### src/rtl/seg_pkg.sv
// Shared definitions for the 7-segment scan controller.
//   AN_U1..AN_U4, AN_OFF : active-low one-hot anode patterns
//   digit_idx_t          : 2-bit display slot index (0 = U1 .. 3 = U4)
//   slot_state_t         : per-slot phase, BLANK (anodes off) then SCAN
//   an_for()             : anode pattern for a slot index
package seg_pkg;

  localparam logic [3:0] AN_U1  = 4'b1110;
  localparam logic [3:0] AN_U2  = 4'b1101;
  localparam logic [3:0] AN_U3  = 4'b1011;
  localparam logic [3:0] AN_U4  = 4'b0111;
  localparam logic [3:0] AN_OFF = 4'b1111;

  typedef logic [1:0] digit_idx_t;

  typedef enum logic {
    BLANK = 1'b0,
    SCAN  = 1'b1
  } slot_state_t;

  function automatic logic [3:0] an_for(input digit_idx_t idx);
    logic [3:0] pat;
    case (idx)
      2'd0:    pat = AN_U1;
      2'd1:    pat = AN_U2;
      2'd2:    pat = AN_U3;
      default: pat = AN_U4;
    endcase
    return pat;
  endfunction

endpackage

### src/rtl/seg_scan_ctrl_slot_timer.sv
// Slot timer: counts REFRESH_DIV cycles per digit slot, BLANK for the first
// BLANK_CYC of them and SCAN for the rest, and walks the slot index 0..3.
//   clk, rst       : clock, synchronous active-high reset
//   state          : current slot phase (BLANK/SCAN)
//   idx            : current slot index
//   frame_start_c  : combinational strobe, first BLANK cycle of slot 0
module seg_slot_timer
  import seg_pkg::*;
#(
  parameter int unsigned REFRESH_DIV = 50000,
  parameter int unsigned BLANK_CYC   = 500
) (
  input  logic        clk,
  input  logic        rst,
  output slot_state_t state,
  output digit_idx_t  idx,
  output logic        frame_start_c
);

  localparam int unsigned CNT_W = (REFRESH_DIV > 1) ? $clog2(REFRESH_DIV) : 1;
  localparam logic [CNT_W-1:0] SLOT_LAST  = CNT_W'(REFRESH_DIV - 1);
  localparam logic [CNT_W-1:0] BLANK_LAST = CNT_W'(BLANK_CYC - 1);

  logic [CNT_W-1:0] cnt;
  logic [CNT_W-1:0] cnt_next;
  slot_state_t      state_next;
  digit_idx_t       idx_next;
  logic             slot_end_c;

  assign slot_end_c    = (state == SCAN) && (cnt == SLOT_LAST);
  assign frame_start_c = (state == BLANK) && (cnt == '0) && (idx == 2'd0);

  // State register
  always_ff @(posedge clk) begin
    if (rst) begin
      state <= BLANK;
      cnt   <= '0;
      idx   <= 2'd0;
    end else begin
      state <= state_next;
      cnt   <= cnt_next;
      idx   <= idx_next;
    end
  end

  // Next-state: counter runs through the whole slot, index advances at slot end
  always_comb begin
    state_next = state;
    cnt_next   = cnt + 1'b1;
    idx_next   = idx;
    case (state)
      BLANK: begin
        if (cnt == BLANK_LAST) state_next = SCAN;
      end
      SCAN: begin
        if (slot_end_c) begin
          state_next = BLANK;
          cnt_next   = '0;
          idx_next   = idx + 2'd1;
        end
      end
      default: state_next = BLANK;
    endcase
  end

endmodule

### src/rtl/seg_scan_ctrl.sv
// Scan controller for a 4-digit multiplexed 7-segment hh:mm:ss display.
// Blanks between digits, shows mm:ss (page 0) or hh:mm (page 1) from a
// per-frame snapshot of the time, and blinks selected digits.
//   clk, rst    : clock, synchronous active-high reset
//   count       : 24-bit BCD time, [23:20] hour tens .. [3:0] second units
//   page_btn    : debounced level, rising edge requests a page toggle
//   blink_mask  : bit i blinks digit U(i+1)
//   an          : active-low one-hot digit enable
//   digit       : BCD nibble for the scanned digit
//   dp          : active-low decimal point (lit on U3)
//   page        : 0 = mm:ss, 1 = hh:mm
//   frame_tick  : one-cycle pulse at each frame start
module seg_scan_ctrl
  import seg_pkg::*;
#(
  parameter int unsigned REFRESH_DIV  = 50000,
  parameter int unsigned BLANK_CYC    = 500,
  parameter int unsigned BLINK_FRAMES = 125
) (
  input  logic        clk,
  input  logic        rst,
  input  logic [23:0] count,
  input  logic        page_btn,
  input  logic [3:0]  blink_mask,
  output logic [3:0]  an,
  output logic [3:0]  digit,
  output logic        dp,
  output logic        page,
  output logic        frame_tick
);

  localparam int unsigned BLK_W = (BLINK_FRAMES > 1) ? $clog2(BLINK_FRAMES) : 1;
  localparam logic [BLK_W-1:0] BLK_LAST = BLK_W'(BLINK_FRAMES - 1);

  slot_state_t      state;
  digit_idx_t       idx;
  logic             frame_start_c;

  logic [23:0]      snap;
  logic             page_btn_q;
  logic             pending;
  logic             blink_phase;
  logic [BLK_W-1:0] blink_cnt;

  logic             page_rise_c;
  logic [3:0]       nib;
  logic [3:0]       an_next;
  logic             dp_next;

  seg_slot_timer #(
    .REFRESH_DIV (REFRESH_DIV),
    .BLANK_CYC   (BLANK_CYC)
  ) u_timer (
    .clk           (clk),
    .rst           (rst),
    .state         (state),
    .idx           (idx),
    .frame_start_c (frame_start_c)
  );

  assign page_rise_c = page_btn & ~page_btn_q;

  // Nibble for the current slot from the frame snapshot
  always_comb begin
    nib = 4'h0;
    case ({page, idx})
      3'b000:  nib = snap[3:0];
      3'b001:  nib = snap[7:4];
      3'b010:  nib = snap[11:8];
      3'b011:  nib = snap[15:12];
      3'b100:  nib = snap[11:8];
      3'b101:  nib = snap[15:12];
      3'b110:  nib = snap[19:16];
      default: nib = snap[23:20];
    endcase
  end

  // Anode and decimal point for the current slot; blinked slots stay dark
  always_comb begin
    an_next = AN_OFF;
    dp_next = 1'b1;
    if (state == SCAN) begin
      if (!(blink_mask[idx] && blink_phase)) an_next = an_for(idx);
      if (idx == 2'd2) dp_next = 1'b0;
    end
  end

  // Output registers plus per-frame snapshot, page and blink bookkeeping
  always_ff @(posedge clk) begin
    if (rst) begin
      an          <= AN_OFF;
      digit       <= 4'h0;
      dp          <= 1'b1;
      page        <= 1'b0;
      frame_tick  <= 1'b0;
      snap        <= 24'h0;
      page_btn_q  <= 1'b0;
      pending     <= 1'b0;
      blink_phase <= 1'b0;
      blink_cnt   <= '0;
    end else begin
      an         <= an_next;
      dp         <= dp_next;
      digit      <= nib;
      frame_tick <= frame_start_c;
      page_btn_q <= page_btn;
      if (frame_start_c) begin
        snap    <= count;
        // an edge arriving on the boundary cycle itself counts for this frame
        page    <= page ^ (pending | page_rise_c);
        pending <= 1'b0;
        if (blink_cnt == BLK_LAST) begin
          blink_phase <= ~blink_phase;
          blink_cnt   <= '0;
        end else begin
          blink_cnt <= blink_cnt + 1'b1;
        end
      end else if (page_rise_c) begin
        pending <= 1'b1;
      end
    end
  end

endmodule

### config.mk
export PLATFORM = sky130hd
export DESIGN_NAME = seg_scan_ctrl
export DESIGN_NICKNAME = d
export VERILOG_FILES = /design/src/rtl/seg_pkg.sv /design/src/rtl/seg_scan_ctrl_slot_timer.sv /design/src/rtl/seg_scan_ctrl.sv
export SDC_FILE = /design/constraint.sdc
export NUM_CORES = 1
export LEC_CHECK = 0
export BUFFER_PORTS_ARGS = -buffer_cell sky130_fd_sc_hd__clkbuf_2
export CAP_MARGIN = 25
export CORE_MARGIN = 2
export CORE_UTILIZATION = 57
export DETAILED_ROUTE_END_ITERATION = 8
export HOLD_SLACK_MARGIN = 0.02
export PLACE_DENSITY = 0.9
export SLEW_MARGIN = 20
export SYNTH_ARGS = -nofsm -noshare
export SYNTH_HDL_FRONTEND = slang
export SYNTH_SLANG_ARGS = --single-unit
### constraint.sdc
create_clock -name clk -period 3.1 [get_ports clk]
set_clock_uncertainty 0.15 [all_clocks]
set_input_delay 0.155 -clock clk [delete_from_list [all_inputs] [get_ports clk]]
set_output_delay 0.155 -clock clk [all_outputs]
set_load 0.05 [all_outputs]
* After elaboration in Yosys (flattened, before gate mapping)
Index checks and enable logic that the tools add are counted.
Storage, ports and cells: input port bits 31, output and inout port bits 11, bits in read-only memories 0, bits in writable memories 0, latch bits 0, memories 0, word-level logic and storage cells 59, register bits 64
Cells by class: equal/unequal tests 11, mux-type cells 11, reduce and logical (&&, ||, !) cells 14, add/subtract/negate cells 3, $lt $le $gt $ge 1, shift operators 0, multipliers 0, div/mod/pow operators 0, bitwise gates (word level) 6
Operators by type and width (number):
- $mux W16 | 2
- $pmux W4 S5 | 1
- $add A16 B1 Y16 const B | 1
- $eq A16 B16 Y1 const B | 1
- $eq A16 B9 Y1 const B | 1
- $logic_not A16 Y1 | 1
- $pmux W4 S3 | 1
- $eq A3 B3 Y1 const B | 3
- $reduce_or A2 Y1 | 4
- $add A7 B1 Y7 const B | 1
- $eq A7 B7 Y1 const B | 1
- $mux W7 | 1
- $eq A3 B2 Y1 const B | 2
- $logic_and A1 B1 Y1 | 4
- $mux W1 | 4
- $reduce_and A2 Y1 | 2
- $eq A3 B1 Y1 const B | 1
- $logic_not A3 Y1 | 1
- $lt A2 B3 Y1 const B | 1
- $not A1 Y1 | 3
- $reduce_or A3 Y1 | 1
- $add A2 B1 Y2 const B | 1
- $bmux W1 S2 | 1
- $eq A2 B1 Y1 const B | 1
- 6 further kinds | 6

* Longest topological paths before layout
depth after elaboration 4, depth in mapped cells 10, mapped depth without buffers 6

* By module
Synthesis repeated with hierarchy kept, for this count alone.
Unflattened totals: cell total of the unflattened synthesis 299, area, all modules 2765.2 µm²
Modules (own cells, without submodules):
- seg_scan_ctrl | seq. area each 900.9 µm², area an instance 1878.1 µm², cells an instance 193, times used 1
- seg_slot_timer | seq. area each 380.4 µm², area an instance 887.1 µm², cells an instance 106, times used 1

* Worst setup path after synthesis
No wires, ideal clock.
path type reg-to-reg, from register u_timer.idx[0], to register snap[10], stages on the path, launching flop included 11, arrival time 1940 ps, path buffers 4, slack 878 ps, setup time 132 ps, clock period less this slack 2222 ps, required time 2818 ps, path through dfxtp_1 > inv_1 > ha_1 > buf_2 > nand2_1 > or4_1 > clkbuf_1 > buf_2 > clkbuf_1 > o31ai_1 > a21oi_1
Between the ends: longest elaborated chain between the ends 2
RTL lines:
- start, declared | line seg_scan_ctrl_slot_timer.sv:16 | output digit_idx_t idx,
- start signal, assigned | line seg_scan_ctrl_slot_timer.sv:42 | idx <= idx_next;
- $logic_not A2 Y1 | line seg_scan_ctrl_slot_timer.sv:31 | assign frame_start_c = (state == BLANK) && (cnt == '0) && (idx == 2'd0);
- $logic_and A1 B1 Y1 | line seg_scan_ctrl_slot_timer.sv:31
- end signal, assigned | line seg_scan_ctrl.sv:108 | snap <= count;
- end, declared | line seg_scan_ctrl.sv:39 | logic [23:0] snap;
No other way between the ends. A chain may end at the register's enable or synchronous reset.

* Final worst setup path
from register u_timer.idx[0], to register blink_phase
Between the ends: longest elaborated chain between the ends 3
RTL lines:
- $logic_not A2 Y1 | line seg_scan_ctrl_slot_timer.sv:31
- $logic_and A1 B1 Y1 | line seg_scan_ctrl_slot_timer.sv:31
- $reduce_and A2 Y1 (no line)
- end signal, assigned | line seg_scan_ctrl.sv:113 | blink_phase <= ~blink_phase;
- end, declared | line seg_scan_ctrl.sv:42 | logic blink_phase;
No other way between the ends.

==> results.toml <==
[run_status]
status = "finished, final reports clean"

[die]
pin_count = 42
fp-row-count = 26
core_um2 = 5170
dieArea_um2 = 6030
die_w_um = 77.6
die_height_um = 77.6
effective_utilization_at_floorplan = 0.597

[final_layout]
multi_input_comb_area_um2 = 1600
area_growth_syn_to_layout_pct = 22.5
antenna_cells_inserted = 0
ff_latch_area_um2 = 1280
n_fill_cell = 371
drive_above_1_share = 0.190
fin_nets = 444
finalNonFillerCells = 480

[power_and_ir_drop]
power.density_cell_area_nw_per_um2 = 550
ir_drop_uv = 436
leakage_uw = 0.00149

[route]
detail_route.wirelength_um = 8130
drcViolationCount = 0
firstDrtPassIters = 8
detail_route.vias_per_cell = 6.34
detailedRoute.firstIterationViolations = 252
routedWlPerCell_um = 16.9
vias = 3043
final_antenna_net_count = 0

[clock_network]
clock_tree.buffer_depth = 2
clock_insertion_delay_worst_skew_ns = 0.35
clock-sinks = 64
worst_setup_hold_path_clk_slew_ns = 0.07
cts.hold.buffers_added = 25
tritoncts_clock_tree = "yes"
cts_made_buffers = 9
cts_setup_buffers = 0
cts.repair.resized = 0
cts_max_level = 3
clock-root-buffer = "clkbuf_8"

[sta]
worst-slew-pin-transition_ns = 0.971
finalHoldViolations = 0
final-setup-viol-count = 0
finalMaxSlewViolations = 0
maxClockFrequency_mhz = 386
slew_headroom = 0.352
fin_tns_setup_ns = 0
final.min_clock_period_ns = 2.59
final_min_period_over_clock_period = 0.835
rsz_0062_raised_after_global_routing = "false"

[grt]
global_route_wire_length_before_repair_um = 13500
antenna_violations_before_repair = 0
grt_util_all_layers = 0.285
grt_overflow = 0
first_global_vias = 2818
grt_start_max_net_pins = 51

[critical_path]
rrSetupSlack_ns = 0.51
critical_path.max_fanout = 10
worstSetupStartpointType = "register"
critical-path-max-stage-delay_ns = 0.61
worst-r2r-cell-count = 6
crit_path_end = "blink_phase"
cells_traversed_along_the_worst_timing_path = "inv_1 > ha_1 > nand2_1 > or4_1 > nor4_1 > mux2_2"
rr_endpoint = "blink_phase"
timing.critical_path.required_ns = 3.19
worst-setup-path-type = "register to register"
endpoint_type_of_the_worst_setup_path = "register"
worstReg2RegStart = "u_timer.idx[0]"
crit_arrival_ns = 2.68
critical_path.slowest_cell = "or4_1"
startpoint = "u_timer.idx[0]"

[place]
hpwlAfterDp_um = 5180
dp.cells = 439
io_buffer_count = 41
gpl.final_weighted_congestion = 0.854

[flow_run]
maxCapViolCount = 0

[min_path]
hold_path_startpoint = "blink_mask[0]"
min_path_type = "primary input to register"

[yosys]
synth-seq-cells = 64
synth_top_flop_cell = "dfxtp_1"
synth.largest_area_cell = "dfxtp_1"
ys_warn_count = 0
synth.area.top_cells = "dfxtp_1 41%, o31ai_1 6.6%, nand4_1 6.5%"
commonest_cells_post_synth = "64 x dfxtp_1, 38 x a21oi_1, 32 x nand4_1"
synth_sequential_area_ratio = 0.415
avgSynthCellArea_um2 = 8.75
netlist.area_leader.share = 0.415
count_of_flip_flops_with_a_built_in_enable_after_synthesis = 0
synth.net_count = 392
syn-cell-area_um2 = 3090
synth_cell_types = 51
synthesis.instances = 353
yosys.cell_count.top_type = "dfxtp_1"
async_flop_share = 0
[sequential cells by signal, indices dropped and copies added, names as in the netlist]
register       cells
u_timer.cnt       16
dp                 1
page_btn_q         1
page               1
blink_phase        1
digit              4
u_timer.state      1
u_timer.idx        2
an                 4
pending            1
frame_tick         1
blink_cnt          7
snap              24
[worst max-delay path: cells and delay by family (launching register included)]
family,cells,cell delay [ns]
buf+inv,1,0.10
flops,1,0.37
simple gates,3,1.12
mux,1,0.38
fa+ha+maj,1,0.37
[per-stage QoR]
| step | setup WS [ns] | utilization | total power (µW) | instance area, µm² | hold WS [ns] |
|---|---|---|---|---|---|
| final | 0.510 | 0.732 | 2080 | 3790 | 0.189 |
| after global placement | 0.707 | 0.634 | 1160 | 3280 | 0.235 |
| after detailed placement | 0.554 | 0.634 | 1170 | 3280 | 0.249 |
| after CTS | 0.547 | 0.732 | 2080 | 3790 | 0.173 |
| after global routing | 0.403 | 0.732 | 2160 | 3790 | 0.222 |
| after floorplan | 0.878 | - | 1100 | 3090 | 0.133 |
[cells in the final DEF, fill, tap and decap left out, types with 3 or more instances in the layout]
cell           synthesis  routed
and4_1                 3       3
mux2_2                 3       3
a222oi_1               3       3
dlygate4sd3_1          0      25
clkbuf_8               2      10
clkinv_4               0       3
o31ai_1               27      27
inv_1                 14      14
xor2_1                 7       7
a221oi_1               4       4
nor3_1                 3       3
nand3_1               13      13
nor2_1                21      20
xnor2_1                4       4
a22oi_1                5       5
ha_1                   8       8
dfxtp_1               64      64
nand2_1               20      20
buf_4                  2       7
nor2b_1                5       5
or4_1                  3       3
nor4_1                 6       5
or3_1                  4       4
bufinv_16              0       3
o21ai_0                6       6
nand4_1               32      32
a21oi_1               38      38
clkbuf_2               0      41
[power breakdown]
group	leakage (µW)	switching, µW	internal (µW)
clock network	0.000127	334	560
logic	0.000841	166	114
registers	0.000523	40.4	868
total	0.00149	541	1540
[metal layers]
metal | part of all wire | GRT usage | up-vias
li1 | - | - | 1430
met1 | 0.41 | 0.362 | 1429
met2 | 0.49 | 0.457 | 154
met3 | 0.076 | 0.0651 | 30
met4 | 0.029 | 0.134 | 0
met5 | 0 | 0 | -
[kinds of logic (layout without fill, tap and decap cells)]
kind of cell | Yosys count | count (layout) | share of synthesized area
xor gates and xnor gates | 11 | 11 | 0.0312
DFF | 64 | 64 | 0.415
muxes | 5 | 5 | 0.0215
AOI/OAI and AO/OA | 96 | 96 | 0.211
adders and majority gates | 8 | 8 | 0.0324
and+or+nand+nor | 123 | 123 | 0.220
buffers and inverters | 46 | 103 | 0.0696
[worst min-delay path by stage]
stage | end | cells past startpoint
3_5_place_dp | snap[22] | 3
3_3_place_gp | page_btn_q | 2
6_report | an[1] | 4
4_1_cts | an[1] | 4
5_1_grt | an[0] | 4
2_1_floorplan | page_btn_q | 1
[area by class of cell]
type,count,share of cell area
clock buffer,10,0.0364
timing repair buffer,73,0.134
multi-input combinational,243,0.423
clock inverter,6,0.0307
sequential,64,0.338
tap,70,0.0231
inverter,14,0.0139
(Power assumes the default switching activity.)
